File: config.mk
export PLATFORM = sky130hd
export DESIGN_NAME = fetch_stage_flat
export DESIGN_NICKNAME = d
export VERILOG_FILES = /design/src/rtl/fetch_stage_if.sv /design/src/rtl/fetch_stage.sv /design/src/flat_wrapper.sv
export SDC_FILE = /design/constraint.sdc
export NUM_CORES = 1
export LEC_CHECK = 0
export CAP_MARGIN = 10
export CORE_MARGIN = 10
export CORE_UTILIZATION = 43
export DETAILED_ROUTE_END_ITERATION = 8
export PLACE_DENSITY = 0.79
export SLEW_MARGIN = 15
export SYNTH_ARGS = -nofsm -noshare
export SYNTH_HDL_FRONTEND = slang
export SYNTH_SLANG_ARGS = --single-unit
File: constraint.sdc
create_clock -name clk -period 4 [get_ports clk]
set_input_delay 0.4 -clock clk [delete_from_list [all_inputs] [get_ports clk]]
set_output_delay 0.4 -clock clk [all_outputs]
set_load 0.01 [all_outputs]
File: src/rtl/fetch_stage_if.sv
`default_nettype none
// ============================================================================
//  Module   : fetch_stage_if
//  Purpose  : Bundles the fetch stage's control, instruction-memory and
//             IF/ID pipeline-register signals.
//  Modports : master - fetch stage side (drives imem request and IF/ID outputs)
//             slave  - environment side (drives hazard/branch controls, imem data)
//  Signals  : freeze, branch_taken, branch_addr[31:0]     (to fetch stage)
//             imem_read, imem_address[31:0]              (to instruction memory)
//             imem_data[31:0]                            (from instruction memory)
//             pc_out, instruction_out, valid_out         (IF/ID register)
//             fetch_count[31:0], stall_count[15:0]       (statistics)
//  Revision : 1.0 - initial release
// ============================================================================
interface fetch_stage_if;
    logic        freeze;
    logic        branch_taken;
    logic [31:0] branch_addr;
    logic        imem_read;
    logic [31:0] imem_address;
    logic [31:0] imem_data;
    logic [31:0] pc_out;
    logic [31:0] instruction_out;
    logic        valid_out;
    logic [31:0] fetch_count;
    logic [15:0] stall_count;

    modport master (
        input  freeze, branch_taken, branch_addr, imem_data,
        output imem_read, imem_address, pc_out, instruction_out, valid_out,
               fetch_count, stall_count
    );

    modport slave (
        output freeze, branch_taken, branch_addr, imem_data,
        input  imem_read, imem_address, pc_out, instruction_out, valid_out,
               fetch_count, stall_count
    );
endinterface
`default_nettype wire

File: src/rtl/fetch_stage.sv
`default_nettype none
// ============================================================================
//  Module   : fetch_stage
//  Purpose  : Instruction fetch stage. Holds the PC, requests instructions
//             from instruction memory (combinational read) and loads the
//             IF/ID pipeline register. Handles branch redirect/flush and
//             hazard freeze, and keeps fetch/stall statistics.
//  Ports    : clk  - clock, rising-edge active
//             rst  - asynchronous active-high reset
//             bus  - fetch_stage_if.master (see interface header)
//  Revision : 1.0 - initial release
// ============================================================================
module fetch_stage #(
    parameter logic [31:0] RESET_PC  = 32'h0000_0000,
    parameter logic [31:0] NOP_INSTR = 32'hE000_0000
) (
    input  wire logic       clk,
    input  wire logic       rst,
    fetch_stage_if.master   bus
);

    localparam logic [1:0] S_BOOT  = 2'd0;
    localparam logic [1:0] S_RUN   = 2'd1;
    localparam logic [1:0] S_STALL = 2'd2;

    logic [1:0]  state_q,     state_d;
    logic [31:0] pc_q,        pc_d;
    logic [31:0] pc_out_q,    pc_out_d;
    logic [31:0] instr_q,     instr_d;
    logic        valid_q,     valid_d;
    logic [31:0] fetch_cnt_q, fetch_cnt_d;
    logic [15:0] stall_cnt_q, stall_cnt_d;

    logic [31:0] pc_plus4;

    assign pc_plus4 = pc_q + 32'd4;   // wraps mod 2^32

    // Memory request comes straight from registered state so the address is
    // stable for the whole cycle and equals RESET_PC while rst is held.
    assign bus.imem_read    = (state_q != S_BOOT);
    assign bus.imem_address = {pc_q[31:2], 2'b00};

    assign bus.pc_out          = pc_out_q;
    assign bus.instruction_out = instr_q;
    assign bus.valid_out       = valid_q;
    assign bus.fetch_count     = fetch_cnt_q;
    assign bus.stall_count     = stall_cnt_q;

    always_comb begin
        state_d     = state_q;
        pc_d        = pc_q;
        pc_out_d    = pc_out_q;
        instr_d     = instr_q;
        valid_d     = valid_q;
        fetch_cnt_d = fetch_cnt_q;
        stall_cnt_d = stall_cnt_q;

        case (state_q)
            // One idle cycle lets instruction memory finish its own reset
            // load; controls are ignored here.
            S_BOOT: begin
                state_d = S_RUN;
            end

            S_RUN, S_STALL: begin
                // Branch wins over freeze: the wrong-path instruction must be
                // squashed even while the back end is stalled.
                if (bus.branch_taken) begin
                    pc_d     = {bus.branch_addr[31:2], 2'b00};
                    pc_out_d = 32'd0;
                    instr_d  = NOP_INSTR;
                    valid_d  = 1'b0;
                    state_d  = S_RUN;
                end else if (bus.freeze) begin
                    if (stall_cnt_q != 16'hFFFF) begin
                        stall_cnt_d = stall_cnt_q + 16'd1;
                    end
                    state_d = S_STALL;
                end else begin
                    pc_d        = pc_plus4;
                    pc_out_d    = pc_plus4;
                    instr_d     = bus.imem_data;
                    valid_d     = 1'b1;
                    fetch_cnt_d = fetch_cnt_q + 32'd1;
                    state_d     = S_RUN;
                end
            end

            default: begin
                state_d = S_BOOT;
            end
        endcase
    end

    always_ff @(posedge clk or posedge rst) begin
        if (rst) begin
            state_q     <= S_BOOT;
            pc_q        <= RESET_PC;
            pc_out_q    <= 32'd0;
            instr_q     <= NOP_INSTR;
            valid_q     <= 1'b0;
            fetch_cnt_q <= 32'd0;
            stall_cnt_q <= 16'd0;
        end else begin
            state_q     <= state_d;
            pc_q        <= pc_d;
            pc_out_q    <= pc_out_d;
            instr_q     <= instr_d;
            valid_q     <= valid_d;
            fetch_cnt_q <= fetch_cnt_d;
            stall_cnt_q <= stall_cnt_d;
        end
    end

endmodule
`default_nettype wire

File: src/flat_wrapper.sv
// flat-port wrapper written by rule: the top's interface ports become plain ports
module fetch_stage_flat 
#(
    parameter logic [31:0] RESET_PC  = 32'h0000_0000,
    parameter logic [31:0] NOP_INSTR = 32'hE000_0000
)
  (clk, rst, bus_freeze, bus_branch_taken, bus_branch_addr, bus_imem_data, bus_imem_read, bus_imem_address, bus_pc_out, bus_instruction_out, bus_valid_out, bus_fetch_count, bus_stall_count);
  fetch_stage_if bus_i ();
  input  wire logic clk;
  input  wire logic rst;
  input wire logic [$bits(bus_i.freeze)-1:0] bus_freeze;
  input wire logic [$bits(bus_i.branch_taken)-1:0] bus_branch_taken;
  input wire logic [$bits(bus_i.branch_addr)-1:0] bus_branch_addr;
  input wire logic [$bits(bus_i.imem_data)-1:0] bus_imem_data;
  output wire logic [$bits(bus_i.imem_read)-1:0] bus_imem_read;
  output wire logic [$bits(bus_i.imem_address)-1:0] bus_imem_address;
  output wire logic [$bits(bus_i.pc_out)-1:0] bus_pc_out;
  output wire logic [$bits(bus_i.instruction_out)-1:0] bus_instruction_out;
  output wire logic [$bits(bus_i.valid_out)-1:0] bus_valid_out;
  output wire logic [$bits(bus_i.fetch_count)-1:0] bus_fetch_count;
  output wire logic [$bits(bus_i.stall_count)-1:0] bus_stall_count;
  assign bus_i.freeze = bus_freeze;
  assign bus_i.branch_taken = bus_branch_taken;
  assign bus_i.branch_addr = bus_branch_addr;
  assign bus_i.imem_data = bus_imem_data;
  assign bus_imem_read = bus_i.imem_read;
  assign bus_imem_address = bus_i.imem_address;
  assign bus_pc_out = bus_i.pc_out;
  assign bus_instruction_out = bus_i.instruction_out;
  assign bus_valid_out = bus_i.valid_out;
  assign bus_fetch_count = bus_i.fetch_count;
  assign bus_stall_count = bus_i.stall_count;
  fetch_stage #(.RESET_PC(RESET_PC), .NOP_INSTR(NOP_INSTR)) u_core (.clk(clk), .rst(rst), .bus(bus_i));
endmodule
# Word-level counts from Yosys, hierarchy flattened
# Index checks and enable logic that the tools add are counted.
[totals]
ff_bits = 147
output_inout_bits = 146
[op_classes]
addsub = 3
n_eq_ne = 4
muxes = 10
n_bitwise = 2
n_reduce_logical = 6
[op_table]
columns = ["cell", "count"]
rows = [
  ["32-bit two-way mux", 5],
  ["32-bit by 1-bit adder with 32-bit output, second input constant", 1],
  ["32-bit by 3-bit adder with 32-bit output, second input constant", 1],
  ["16-bit by 1-bit adder with 16-bit output, second input constant", 1],
  ["16-bit inequality test, second input constant", 1],
  ["2-bit two-way mux", 2],
  ["2-bit one-hot mux with 2 select lines", 1],
  ["4-bit AND reduction", 1],
  ["3-bit AND reduction", 1],
  ["2-bit by 1-bit equality test with 1-bit output, second input constant", 1],
  ["2-bit equality test, second input constant", 1],
  ["2-bit zero test", 1],
  ["1-bit two-way mux", 2],
  ["2-bit by 1-bit inequality test with 1-bit output, second input constant", 1],
  ["1-bit inverter", 2],
  ["2-bit AND reduction", 1],
  ["2-bit nonzero test", 1],
  ["2-bit OR reduction", 1],
]

# Logic depth before layout (Yosys ltp)
[logic_depth]
ltp_word = 3
depth_mapped = 9
ltp_nobuf = 7

# Worst setup path before layout
# Ideal clock, no wire load.
[synth_timing]
path_type = "register -> register"
start = "register u_core.state_q[0]"
end = "register u_core.fetch_cnt_q[29] (netlist: u_core.bus.fetch_count[29])"
setup_ns = 0.125
t_arrival_ns = 1.893
required_ns = 3.875
slack_ns = 1.982
stages_incl_launch_ff = 9
path_buffers = 1
period_less_slack_ns = 2.018
cell_sequence = "dfrtp_1 > inv_1 > ha_1 > buf_2 > nor3b_2 > nand4_2 > nor4_4 > nand4_1 > xnor2_1"
[synth_between]
elab_chain_cells = 3
[synth_lines]
columns = ["item", "line_no", "source"]
rows = [
  ["start: declaration", "fetch_stage.sv:26", "logic [1:0] state_q, state_d;"],
  ["start signal: assignment", "fetch_stage.sv:105", "state_q <= state_d;"],
  ["2-bit by 1-bit equality test with 1-bit output or 2-bit equality test (tied branches)", "fetch_stage.sv:58", "case (state_q)"],
  ["2-bit OR reduction *", "fetch_stage.sv:58", ""],
  ["3-bit AND reduction (no line) *", "-", ""],
  ["end signal: assignment", "fetch_stage.sv:110", "fetch_cnt_q <= fetch_cnt_d;"],
  ["end: declaration", "fetch_stage.sv:31", "logic [31:0] fetch_cnt_q, fetch_cnt_d;"],
]
# Mark *: on every way between the ends. The rest lies on a longest branch, timed or not.
# A chain may end at the register's enable or synchronous reset.

# Worst setup path in the final report
[layout_timing]
start = "register u_core.state_q[1]"
end = "register u_core.pc_out_q[12] (netlist: u_core.bus.pc_out[12])"
[layout_between]
elab_chain_cells = 3
[layout_lines]
columns = ["item", "line_no", "source"]
rows = [
  ["2-bit by 1-bit equality test with 1-bit output or 2-bit equality test (tied branches)", "fetch_stage.sv:58", ""],
  ["2-bit OR reduction *", "fetch_stage.sv:58", ""],
  ["2-bit AND reduction (no line) *", "-", ""],
  ["end signal: assignment", "fetch_stage.sv:107", "pc_out_q <= pc_out_d;"],
  ["end: declaration", "fetch_stage.sv:28", "logic [31:0] pc_out_q, pc_out_d;"],
]
# Marked as above.

==> impl_metrics.json <==
{
  "yosysSeqAreaShare_pct": 51.9,
  "arrival_ns": 3.00,
  "nets": 935,
  "vias": 5951,
  "synth-edff-count": 0,
  "ys_top_cells_by_area": "dfrtp_1, xnor2_1, a22o_1",
  "area_growth_pct": 40.8,
  "fin_skew_ns": 0.00990,
  "coreArea_um2": 15900,
  "overflow": 0,
  "maxSlewViolCount": 0,
  "gp_congestion": 0.835,
  "track_usage_pct": 19.4,
  "drv_cap": 0,
  "hp-class": "reg2reg",
  "drtPass1Iterations": 5,
  "hold_ws_ns": 0.478,
  "endpoint_kind": "flip-flop",
  "synth_cell_type_count": 64,
  "dieWidth_um": 147,
  "post_cts_buffers": 0,
  "wirelength_um": 21200,
  "cp-start-kind": "flip-flop",
  "period_minus_slack_ns": 2.69,
  "p_sw_share_pct": 37.1,
  "ctsResizeCount": 0,
  "switchingPower_mw": 2.48,
  "crit_top_cell": "inv_1",
  "drt_iter0_drc": 297,
  "worst_slew_pin_slew_ns": 1.03,
  "insertion_delay_ns": 0.42,
  "synth_commonest_cells": "dfrtp_1, nand2_1, xnor2_1, o21ai_0, nand3_1",
  "vdd_drop_max_mv": 0.353,
  "port_buffers": 209,
  "fin_crit_sh_pct": 67.2,
  "hold_buffers": 0,
  "powerDensity_nw_per_um2": 684,
  "fmax_mhz": 372,
  "die_h_um": 147,
  "antenna_found_initial": 1,
  "crit_fanout": 31,
  "crit_chain": "inv_1 > ha_1 > buf_4 > inv_1 > a21oi_1 > nand2_1 > o21ai_0",
  "power_mw": 6.69,
  "critical_path_class": "reg2reg",
  "crit_start": "u_core.state_q[1]",
  "syn_area_um2": 6950,
  "ys_ff_latch": 144,
  "clkTransAtPathRegs_ns": 0.06,
  "status": "finished, final reports clean",
  "synthFlopType": "dfrtp_1",
  "setup_tns_ns": 0,
  "synth_area_per_cell_um2": 10.4,
  "rsz0062_at_grt": "false",
  "ant_nets": 0,
  "hpwlAfterDp_um": 15400,
  "grt_pass1_wl_um": 34000,
  "finalSetupViolations": 0,
  "ioPinCount": 214,
  "r2r-start": "u_core.state_q[1]",
  "p_leak_nw": 4.07,
  "drt-vias-per-instance": 5.45,
  "pwr-share-clk_pct": 22.4,
  "synthMostInstantiatedCell": "dfrtp_1",
  "floorplan.die_area_um2": 21600,
  "cp_slowest_cell": "nand2_1",
  "syn_inst": 670,
  "sequentialPowerShare_pct": 37.3,
  "num_rows": 46,
  "ys_async_sr_fraction_pct": 100,
  "power.internal_mw": 4.21,
  "cp_top_family": "compound AO/OA/AOI/OAI gates",
  "grt_pass1_vias": 5992,
  "hold_violations": 0,
  "relSlewSlack_pct": 30.9,
  "cts_made_buffers": 17,
  "crit_buf_inv": 3,
  "cts_sinks": 144,
  "comb_power_share_pct": 40.3,
  "grt_max_degree": 96,
  "ctsRootBufferMaster": "clkbuf_16",
  "synth_top_area_share_pct": 50.8,
  "yosys_warnings": 0,
  "post-route-drc-count": 0,
  "min_from": "u_core.bus.pc_out[27]",
  "drive_above_1_share_pct": 7.67,
  "initial_core_util_pct": 43.7,
  "synth_area_leader_cell": "dfrtp_1",
  "cts_tree": "done",
  "n_fill_cell": 1322,
  "cp.required_ns": 4.31,
  "cts_max_level": 4,
  "wl_per_cell_um": 19.4,
  "cts.path.max_buffers": 2,
  "slowest_delay_ns": 0.71
}
state kept, by name, indices dropped and copies added, names as in the netlist:
| register | count |
|---|---|
| u_core.bus.valid_out | 1 |
| u_core.bus.pc_out | 31 |
| u_core.pc_q | 30 |
| u_core.bus.stall_count | 16 |
| u_core.bus.instruction_out | 32 |
| u_core.state_q | 2 |
| u_core.bus.fetch_count | 32 |
stage by stage:
step                      setup WS [ns]  instances  util [%]  cell area (um2)
after global routing               1.04       1090      61.5             9780
final                              1.31       1092      61.6             9780
after detailed placement           1.30       1059      58.1             9220
after CTS                          1.23       1090      61.5             9780
after floorplan                    1.80        671         -             6950
after global placement             1.36       1059      58.1             9220
cell families after synthesis:
logic type                 Yosys count  synth area share (%)
AOI/OAI and AO/OA                  140                  14.0
xor gates and xnor gates            72                  9.08
adders and majority gates            5                 0.901
buffers and inverters               60                  3.76
DFF                                144                  51.9
muxes                                7                  1.04
other                                1                0.0540
and+or+nand+nor                    241                  19.3
power by group through the flow:
stage | Combinational (mW) | Clock, mW | Sequential (mW)
after floorplan | 1.19 | 0 | 2.55
after global placement | 2.69 | 0 | 2.48
after detailed placement | 2.72 | 0 | 2.50
after CTS | 2.74 | 1.53 | 2.48
after global routing | 2.94 | 1.60 | 2.57
final | 2.70 | 1.50 | 2.49
final timing paths:
path | to | slack, ns | cells past startpoint
min in group asynchronous | u_core.bus.stall_count[11] | 0.49 | 2
max reg2reg | u_core.bus.pc_out[12] | 1.31 | 7
max | u_core.bus.pc_out[12] | 1.31 | 7
max in group asynchronous | u_core.bus.pc_out[5] | 2.55 | 3
min | u_core.bus.pc_out[27] | 0.48 | 2
min reg2reg | u_core.bus.pc_out[27] | 0.48 | 2
tightest hold or removal path: cells and delay by family (launching register included):
family | cells | cell delay (ns)
AOI/OAI and AO/OA | 1 | 0.06
DFF | 1 | 0.34
and+or+nand+nor | 1 | 0.04
layout by cell type, fill, tap and decap left out, types with 6 or more instances in the layout:
master and instances:
and4_1 11, xnor2_1 47, and3_1 16, inv_1 9
nand2_1 73, a22oi_1 13, clkdlybuf4s50_1 208, xor2_1 25
nor2_1 26, o21ai_0 43, nand3_1 41, nand4_1 30
nor3_1 11, clkbuf_16 17, a22o_1 35, buf_4 10
dfrtp_1 141, nor2b_1 6, a21oi_1 18
cell type report:
type / count / area, um2 / share of cell area [%]
repair buffers: 221 / 2200 / 22.5
inverters: 11 / 45.0 / 0.461
multi-input cells: 467 / 3100 / 31.7
diodes: 2 / 5.00 / 0.0512
well taps: 216 / 270 / 2.76
flip-flops and latches: 144 / 3610 / 36.9
clock inverters: 12 / 110 / 1.13
clock buffers: 19 / 443 / 4.53
per-layer routing:
| layer | global-route usage (%) | wire length (um) |
|---|---|---|
| met5 | 0 | 0 |
| met4 | 6.29 | 378 |
| met3 | 7.46 | 1910 |
| met2 | 30.2 | 9830 |
| met1 | 24.4 | 9040 |
Power figures use the tool's default switching activity.
